`config.mk`:
```
export PLATFORM = sky130hd
export DESIGN_NAME = i2c_ram_arbiter
export DESIGN_NICKNAME = d
export VERILOG_FILES = /design/src/rtl/i2c_ram_arbiter.sv
export SDC_FILE = /design/constraint.sdc
export NUM_CORES = 1
export LEC_CHECK = 0
export CORE_MARGIN = 5
export CORE_UTILIZATION = 45
export DETAILED_ROUTE_END_ITERATION = 8
export DONT_BUFFER_PORTS = 1
export PLACE_DENSITY = 0.61
export SETUP_SLACK_MARGIN = 0.5
export SYNTH_ARGS = -nofsm -noshare
export SYNTH_HDL_FRONTEND = slang
export SYNTH_SLANG_ARGS = --single-unit
```
`constraint.sdc`:
```
create_clock -name clk -period 6.3 [get_ports clk]
set_input_delay 1.26 -clock clk [delete_from_list [all_inputs] [get_ports clk]]
set_output_delay 1.26 -clock clk [all_outputs]
set_load 0.005 [all_outputs]
```
`src/rtl/i2c_ram_arbiter.sv`:
```
// Byte register file shared by an I2C slave (never stalls) and a local bus.
// A local access that collides with an I2C data write is parked and retried.
module i2c_ram_arbiter #(
    parameter int LD_NBYTES = 3
) (
    input  logic                 clk,
    input  logic                 aresetn,
    input  logic                 i2c_as,
    input  logic                 i2c_rs,
    input  logic                 i2c_ws,
    input  logic [7:0]           i2c_wdat,
    output logic [7:0]           i2c_rdat,
    input  logic                 lb_req,
    input  logic                 lb_we,
    input  logic [LD_NBYTES-1:0] lb_addr,
    input  logic [7:0]           lb_wdat,
    output logic                 lb_ack,
    output logic [7:0]           lb_rdat,
    output logic [7:0]           conflict_cnt
);

    localparam int NBYTES = 1 << LD_NBYTES;
    localparam logic [LD_NBYTES-1:0] IDX_ONE = 1;

    typedef enum logic [1:0] {
        IDLE = 2'd0,
        WAIT = 2'd1,
        ACK  = 2'd2
    } state_t;

    logic [7:0]           mem_q [NBYTES];
    logic [7:0]           mem_d [NBYTES];
    logic [LD_NBYTES-1:0] idx_q, idx_d;
    logic                 as_seen_q, as_seen_d;
    state_t               state_q, state_d;
    logic                 lb_ack_q, lb_ack_d;
    logic [7:0]           lb_rdat_q, lb_rdat_d;
    logic [7:0]           cnt_q, cnt_d;
    logic                 p_we_q, p_we_d;
    logic [LD_NBYTES-1:0] p_addr_q, p_addr_d;
    logic [7:0]           p_wdat_q, p_wdat_d;

    logic                 conflict;
    logic                 do_acc;
    logic                 acc_we;
    logic [LD_NBYTES-1:0] acc_addr;
    logic [7:0]           acc_wdat;

    // Only an I2C data write touches mem, so only that cycle blocks the local bus.
    assign conflict = i2c_ws & ~i2c_rs & ~as_seen_q;

    always_comb begin
        mem_d     = mem_q;
        idx_d     = idx_q;
        as_seen_d = as_seen_q;
        state_d   = state_q;
        lb_ack_d  = 1'b0;
        lb_rdat_d = lb_rdat_q;
        cnt_d     = cnt_q;
        p_we_d    = p_we_q;
        p_addr_d  = p_addr_q;
        p_wdat_d  = p_wdat_q;
        do_acc    = 1'b0;
        acc_we    = 1'b0;
        acc_addr  = '0;
        acc_wdat  = '0;

        if (i2c_as) begin
            as_seen_d = 1'b1;
        end
        if (i2c_rs) begin
            idx_d     = idx_q + IDX_ONE;
            as_seen_d = 1'b0;
        end else if (i2c_ws) begin
            if (as_seen_q) begin
                idx_d     = i2c_wdat[LD_NBYTES-1:0];
                as_seen_d = 1'b0;
            end else begin
                mem_d[idx_q] = i2c_wdat;
                idx_d        = idx_q + IDX_ONE;
            end
        end

        case (state_q)
            IDLE: begin
                if (lb_req) begin
                    if (conflict) begin
                        p_we_d   = lb_we;
                        p_addr_d = lb_addr;
                        p_wdat_d = lb_wdat;
                        if (cnt_q != 8'hFF) begin
                            cnt_d = cnt_q + 8'd1;
                        end
                        state_d = WAIT;
                    end else begin
                        do_acc   = 1'b1;
                        acc_we   = lb_we;
                        acc_addr = lb_addr;
                        acc_wdat = lb_wdat;
                        state_d  = ACK;
                    end
                end
            end
            WAIT: begin
                if (!conflict) begin
                    do_acc   = 1'b1;
                    acc_we   = p_we_q;
                    acc_addr = p_addr_q;
                    acc_wdat = p_wdat_q;
                    state_d  = ACK;
                end
            end
            ACK: begin
                state_d = IDLE;
            end
            default: begin
                state_d = IDLE;
            end
        endcase

        // Applied after the I2C update so a deferred local write lands last.
        if (do_acc) begin
            lb_ack_d = 1'b1;
            if (acc_we) begin
                mem_d[acc_addr] = acc_wdat;
            end else begin
                lb_rdat_d = mem_q[acc_addr];
            end
        end
    end

    always_ff @(posedge clk or negedge aresetn) begin
        if (!aresetn) begin
            for (int i = 0; i < NBYTES; i++) begin
                mem_q[i] <= '0;
            end
            idx_q     <= '0;
            as_seen_q <= 1'b0;
            state_q   <= IDLE;
            lb_ack_q  <= 1'b0;
            lb_rdat_q <= '0;
            cnt_q     <= '0;
            p_we_q    <= 1'b0;
            p_addr_q  <= '0;
            p_wdat_q  <= '0;
        end else begin
            mem_q     <= mem_d;
            idx_q     <= idx_d;
            as_seen_q <= as_seen_d;
            state_q   <= state_d;
            lb_ack_q  <= lb_ack_d;
            lb_rdat_q <= lb_rdat_d;
            cnt_q     <= cnt_d;
            p_we_q    <= p_we_d;
            p_addr_q  <= p_addr_d;
            p_wdat_q  <= p_wdat_d;
        end
    end

    assign i2c_rdat     = mem_q[idx_q];
    assign lb_ack       = lb_ack_q;
    assign lb_rdat      = lb_rdat_q;
    assign conflict_cnt = cnt_q;

endmodule

```
==> flow_summary.json, run 1 <==
{
  "wl_met1_um": 7670,
  "syn_area_um2": 5940,
  "slew_headroom": 0.208,
  "r2r_slack_ns": 2.87,
  "dpl.cell_count": 725,
  "synthMuxAreaShare": 0.221,
  "synth.distinct_cells": 63,
  "cts.sinks": 99,
  "met3_wirelength_um": 1320,
  "ys_seq_area_frac": 0.417,
  "core-area_um2": 13100,
  "area_growth_pct": 6.78,
  "fin_cells": 741,
  "num-nets-final": 588,
  "total_power_mw": 2.71,
  "synth-seq-cells": 99,
  "setup_viol": 0,
  "required_ns": 5.04,
  "rr_endpoint": "mem_q[51]",
  "hold_start": "p_wdat_q[1]",
  "maxUsedRoutingLayer": "met4",
  "yosysTopAreaCell": "dfrtp_1",
  "hold_violations": 0,
  "first_pass_iters": 5,
  "dr_wl_met2_um": 8750,
  "p_per_area_nw_per_um2": 427,
  "diodes": 0,
  "start_util": 0.454,
  "grtUsageTotal": 0.239,
  "whs_path_depth": 1,
  "cts_tree": "done",
  "clk_latency_ns": 0.36,
  "clk_pin_slew_worst_paths_ns": 0.07,
  "synth_compound_area_frac": 0.156,
  "async_flop_share": 1.00,
  "synth.net_count": 615,
  "cts_setup_buffers": 0,
  "grt_pass1_vias": 4725,
  "fmax_mhz": 276,
  "rsz0062_at_grt": "false",
  "io_buffers": 0,
  "max-cap-violations": 0,
  "start_kind": "flip-flop",
  "gp_congestion": 0.893,
  "synth_top_area_frac": 0.417,
  "slew_viol_final": 0,
  "synth_xor_area_frac": 0.0118,
  "clockRootBuffer": "clkbuf_16",
  "r2r_start": "state_q[0]",
  "worstSetupEndpointType": "output port",
  "synthSimpleGateAreaFrac": 0.156,
  "yosys_warnings": 0,
  "synth_common_cells": "dfrtp_1 (99), nor2_1 (89), a21oi_1 (69), mux2i_1 (69)",
  "finalCritPeriodShare": 0.575,
  "synth-edff-count": 0,
  "dieArea_um2": 15600,
  "peakVddDrop_mv": 0.158,
  "hold_end": "p_wdat_q[1]",
  "wl_per_cell_um": 25.0,
  "cp_max_fo": 24,
  "cellLeakagePower_nw": 2.93,
  "crit_arrival_ns": 2.36,
  "drive_above_1_share": 0.133,
  "row_count": 42,
  "avgViaCountPerCell": 6.49,
  "vias": 4808,
  "synthTopCellsByArea": "dfrtp_1 (42%), mux2i_1 (12%), mux4_2 (6.1%)",
  "die_h_um": 125,
  "drc": 0,
  "synth_most_common_cell": "dfrtp_1",
  "grt_antenna_before_repair": 0,
  "avgSynthCellArea_um2": 10.1,
  "gr-total-overflow": 0,
  "grt_max_degree": 100,
  "dpl.hpwl_um": 12500,
  "ant_nets": 0,
  "placed_area_um2": 6000,
  "tns_ns": 0,
  "io_pins": 51,
  "cts_max_path_buffers": 2,
  "tightest_slew_ns": 1.18,
  "final_util": 0.485,
  "yosys.area_share.adder": 0.00421,
  "synth_ff_type": "dfrtp_1",
  "htree_levels": 3,
  "dp_slack_ns": 2.69,
  "status": "finished clean",
  "cts_buffers": 9,
  "reg2reg_depth": 5,
  "cts_hold_buf": 0,
  "skew_ns": 0.00925,
  "path_class": "reg -> out",
  "finalWorstSetupSlack_ns": 2.68,
  "grt_pass1_wl_um": 28600,
  "totalWireLength_um": 18500,
  "synth_top_family_by_area": "multiplexers",
  "cts_resized": 0,
  "drt_iter0_drc": 481,
  "post-route-cell-area_um2": 6340,
  "finalCriticalPeriod_ns": 3.62,
  "chipWidth_um": 125,
  "hold-worst-slack_ns": 0.510,
  "hp-class": "reg -> reg",
  "syn_inst": 587
}
-- how the worst max path moves through the flow --
stage          startpoint           to  cells past startpoint
6_report         idx_q[2]  i2c_rdat[7]                      2
5_1_grt          idx_q[2]  i2c_rdat[7]                      2
4_1_cts          idx_q[2]  i2c_rdat[7]                      2
3_5_place_dp   lb_addr[2]    mem_q[51]                      5
3_3_place_gp   lb_addr[1]    mem_q[19]                      5
2_1_floorplan    idx_q[0]  i2c_rdat[5]                      4
-- where the power goes --
group,leakage [nW],internal (mW),total (mW),switching [mW]
logic,1.57,0.462,0.821,0.359
registers,1.20,0.906,1.23,0.329
clock network,0.163,0.391,0.654,0.263
-- flip-flops by register name, indices dropped and copies added (netlist names) --
name,count
lb_ack,1
idx_q,3
conflict_cnt,8
lb_rdat,8
state_q,2
as_seen_q,1
p_wdat_q,8
p_addr_q,3
p_we_q,1
mem_q,64
-- layer usage --
layer | vias up | GRT usage
met3 | 47 | 0.0485
met4 | 0 | 0.115
met2 | 226 | 0.378
met1 | 2401 | 0.315
met5 | - | 0
li1 | 2134 | -
-- cell usage in the layout, fill, tap and decap left out, types with 3 or more instances in the layout --
cell       netlist  final
mux2_2          23     23
nand4_1         17     17
nor2_1          89     89
a31oi_1          4      4
a41oi_1          5      5
o32a_1           4      4
nor3_1           5      5
nor2b_1          3      3
xnor2_1          6      6
nand2_1         23     23
dfrtp_1         99     99
clkbuf_16        0      9
a32oi_1          5      5
nand3b_1         4      4
nand3_1         12     12
inv_1            6      6
a21oi_1         69     69
mux2i_1         69     69
a22oi_1         12     12
and3b_1          4      4
nor3b_1          3      3
o21ai_0          9      9
bufinv_16        0      3
nand3_2          3      3
and2_1           6      6
and3_1           5      5
mux4_2          16     16
-- cell families (layout without fill, tap and decap cells) --
| kind of cell | Yosys count | count (layout) |
|---|---|---|
| and+or+nand+nor | 186 | 186 |
| AOI/OAI and AO/OA | 138 | 138 |
| muxes | 108 | 108 |
| DFF | 99 | 99 |
| buffers and inverters | 46 | 24 |
| xor gates and xnor gates | 8 | 8 |
| adders and majority gates | 2 | 2 |
-- critical path, cell delays in order (launching register included) --
cell	delay (ns)
dfrtp_1	1.07
mux4_2	0.60
mux2_2	0.31
-- cell type report --
| type | instances | area, µm² |
|---|---|---|
| Inverter | 6 | 22.5 |
| Clock inverter | 7 | 123 |
| Timing Repair Buffer | 2 | 15.0 |
| Fill cell | 1185 | 6740 |
| Clock buffer | 9 | 225 |
| Tap cell | 176 | 220 |
| Sequential cell | 99 | 2480 |
| Multi-Input combinational cell | 442 | 3260 |
No activity file was read; power rests on OpenSTA's default activity.
==> run 2: changes to the inputs <==
==> constraint.sdc (replaced) <==
create_clock -name clk -period 3.5 [get_ports clk]
set_input_delay 0.7 -clock clk [delete_from_list [all_inputs] [get_ports clk]]
set_output_delay 0.7 -clock clk [all_outputs]
set_load 0.005 [all_outputs]
==> flow_summary.json, run 2 (synthesis gave the netlist of run 1 again) <==
{
  "fmax_mhz": 350,
  "total_power_mw": 4.82,
  "cellLeakagePower_nw": 2.96,
  "regMostFlops": "mem_q",
  "clk_pin_slew_worst_paths_ns": 0.07,
  "finalCriticalPeriod_ns": 2.85,
  "gp_congestion": 0.993,
  "status": "finished clean",
  "cts_resized": 0,
  "tns_ns": 0,
  "required_ns": 3.73,
  "cts_max_path_buffers": 2,
  "dpl.cell_count": 734,
  "grt_pass1_wl_um": 29000,
  "grt_pass1_vias": 4598,
  "tightest_slew_ns": 0.771,
  "hold_violations": 0,
  "largest_reg_flops": 64,
  "post-route-cell-area_um2": 6390,
  "peakVddDrop_mv": 0.366,
  "drc": 0,
  "vias": 4784,
  "pwr-share-clk": 0.218,
  "p_comb_frac": 0.315,
  "seqPwrFrac": 0.468,
  "drive_above_1_share": 0.145,
  "reg2reg_depth": 5,
  "num-nets-final": 597,
  "area_growth_pct": 7.54,
  "drt_iter0_drc": 622,
  "crit_arrival_ns": 3.09,
  "dpl.hpwl_um": 13100,
  "swShare": 0.358,
  "totalWireLength_um": 18600,
  "grt_max_degree": 100,
  "p_per_area_nw_per_um2": 755,
  "rsz0062_at_grt": "false",
  "core-area_um2": 13100,
  "placed_area_um2": 6080,
  "final_common_cell": "dfrtp_1",
  "p_int_mw": 3.09,
  "die_h_um": 125,
  "fin_cells": 749,
  "grt_antenna_before_repair": 0,
  "finalCritPeriodShare": 0.815,
  "avgViaCountPerCell": 6.39,
  "slew_viol_final": 0,
  "worstSetupEndpointType": "flip-flop",
  "path_class": "reg -> reg",
  "first_pass_iters": 6,
  "cts_hold_buf": 0,
  "wl_per_cell_um": 24.9,
  "skew_ns": 0.00825,
  "chipWidth_um": 125,
  "clockRootBuffer": "clkbuf_16",
  "gr-total-overflow": 0,
  "max-cap-violations": 0,
  "cts_tree": "done",
  "start_util": 0.454,
  "cp_max_fo": 30,
  "htree_levels": 3,
  "io_buffers": 0,
  "r2r_start": "state_q[0]",
  "cts.sinks": 99,
  "clk_latency_ns": 0.35,
  "p_sw_mw": 1.73,
  "setup_viol": 0,
  "io_pins": 51,
  "diodes": 0,
  "slew_headroom": 0.486,
  "grtUsageTotal": 0.242,
  "row_count": 42,
  "r2r_slack_ns": 0.65,
  "fillers": 1241,
  "most-common-layout-cells": "dfrtp_1 (99), nor2_1 (89), mux2i_1 (69), a21oi_1 (69)",
  "start_kind": "flip-flop",
  "hp-class": "in -> async",
  "ant_nets": 0,
  "cts_setup_buffers": 0,
  "rr_endpoint": "lb_rdat[6]",
  "final_util": 0.488,
  "cts_buffers": 9,
  "dieArea_um2": 15600
}
run 2: cell types whose count changed in the layout (fill, tap and decap cells not counted):
| cell | before | now |
|---|---|---|
| buf_12 | 0 | 1 |
| buf_4 | 2 | 10 |
| bufinv_16 | 3 | 1 |
| clkbuf_8 | 0 | 3 |
| clkinv_4 | 0 | 1 |
| clkinvlp_4 | 2 | 1 |
| inv_6 | 2 | 0 |
run 2: worst max-delay path by stage:
stage               cells after the start     endpoint  startpoint  slack, ns
CTS                                     2  i2c_rdat[7]    idx_q[2]       0.75
finish                                  5   lb_rdat[6]  state_q[0]       0.65
global placement                        5   lb_rdat[6]  state_q[0]       0.90
detailed placement                      5   lb_rdat[6]  state_q[0]       0.83
floorplan                               4  i2c_rdat[5]    idx_q[0]       1.08
global route                            5   lb_rdat[4]  state_q[0]       0.52
run 2: cell type report:
| type | instances | area (µm²) | share of cell area |
|---|---|---|---|
| multi-input cells | 442 | 3260 | 0.510 |
| clock buffers | 12 | 267 | 0.0417 |
| clock inverters | 3 | 46.3 | 0.00725 |
| inverters | 6 | 22.5 | 0.00353 |
| repair buffers | 11 | 95.1 | 0.0149 |
| flip-flops and latches | 99 | 2480 | 0.388 |
| well taps | 176 | 220 | 0.0345 |
run 2: per-layer routing:
| layer | wire length [µm] | vias up | global-route usage |
|---|---|---|---|
| met3 | 1430 | 39 | 0.0648 |
| li1 | - | 2156 | - |
| met5 | 0 | - | 0 |
| met1 | 7770 | 2394 | 0.327 |
| met2 | 8830 | 195 | 0.377 |
| met4 | 607 | 0 | 0.0829 |
run 2: stage by stage:
step | hold WS, ns | setup slack (ns)
after global placement | 0.407 | 0.898
after floorplan | 0.404 | 1.08
after global routing | 0.00847 | 0.525
after CTS | 0.0229 | 0.752
after detailed placement | 0.406 | 0.826
final | 0.0387 | 0.646
run 2: power groups by stage:
stage	sequential, mW	combinational (mW)	clock, mW
floorplan	1.92	1.29	0
global placement	2.25	1.48	0
detailed placement	2.26	1.51	0
CTS	2.24	1.51	1.08
global route	2.30	1.65	1.13
finish	2.26	1.52	1.05
run 2: worst max-delay path: stages (launching register included):
cell and delay [ns]:
dfrtp_1 0.85, nand2_1 0.33, a21oi_1 0.71, o31ai_1 0.30
and2_1 0.25, o32a_1 0.29
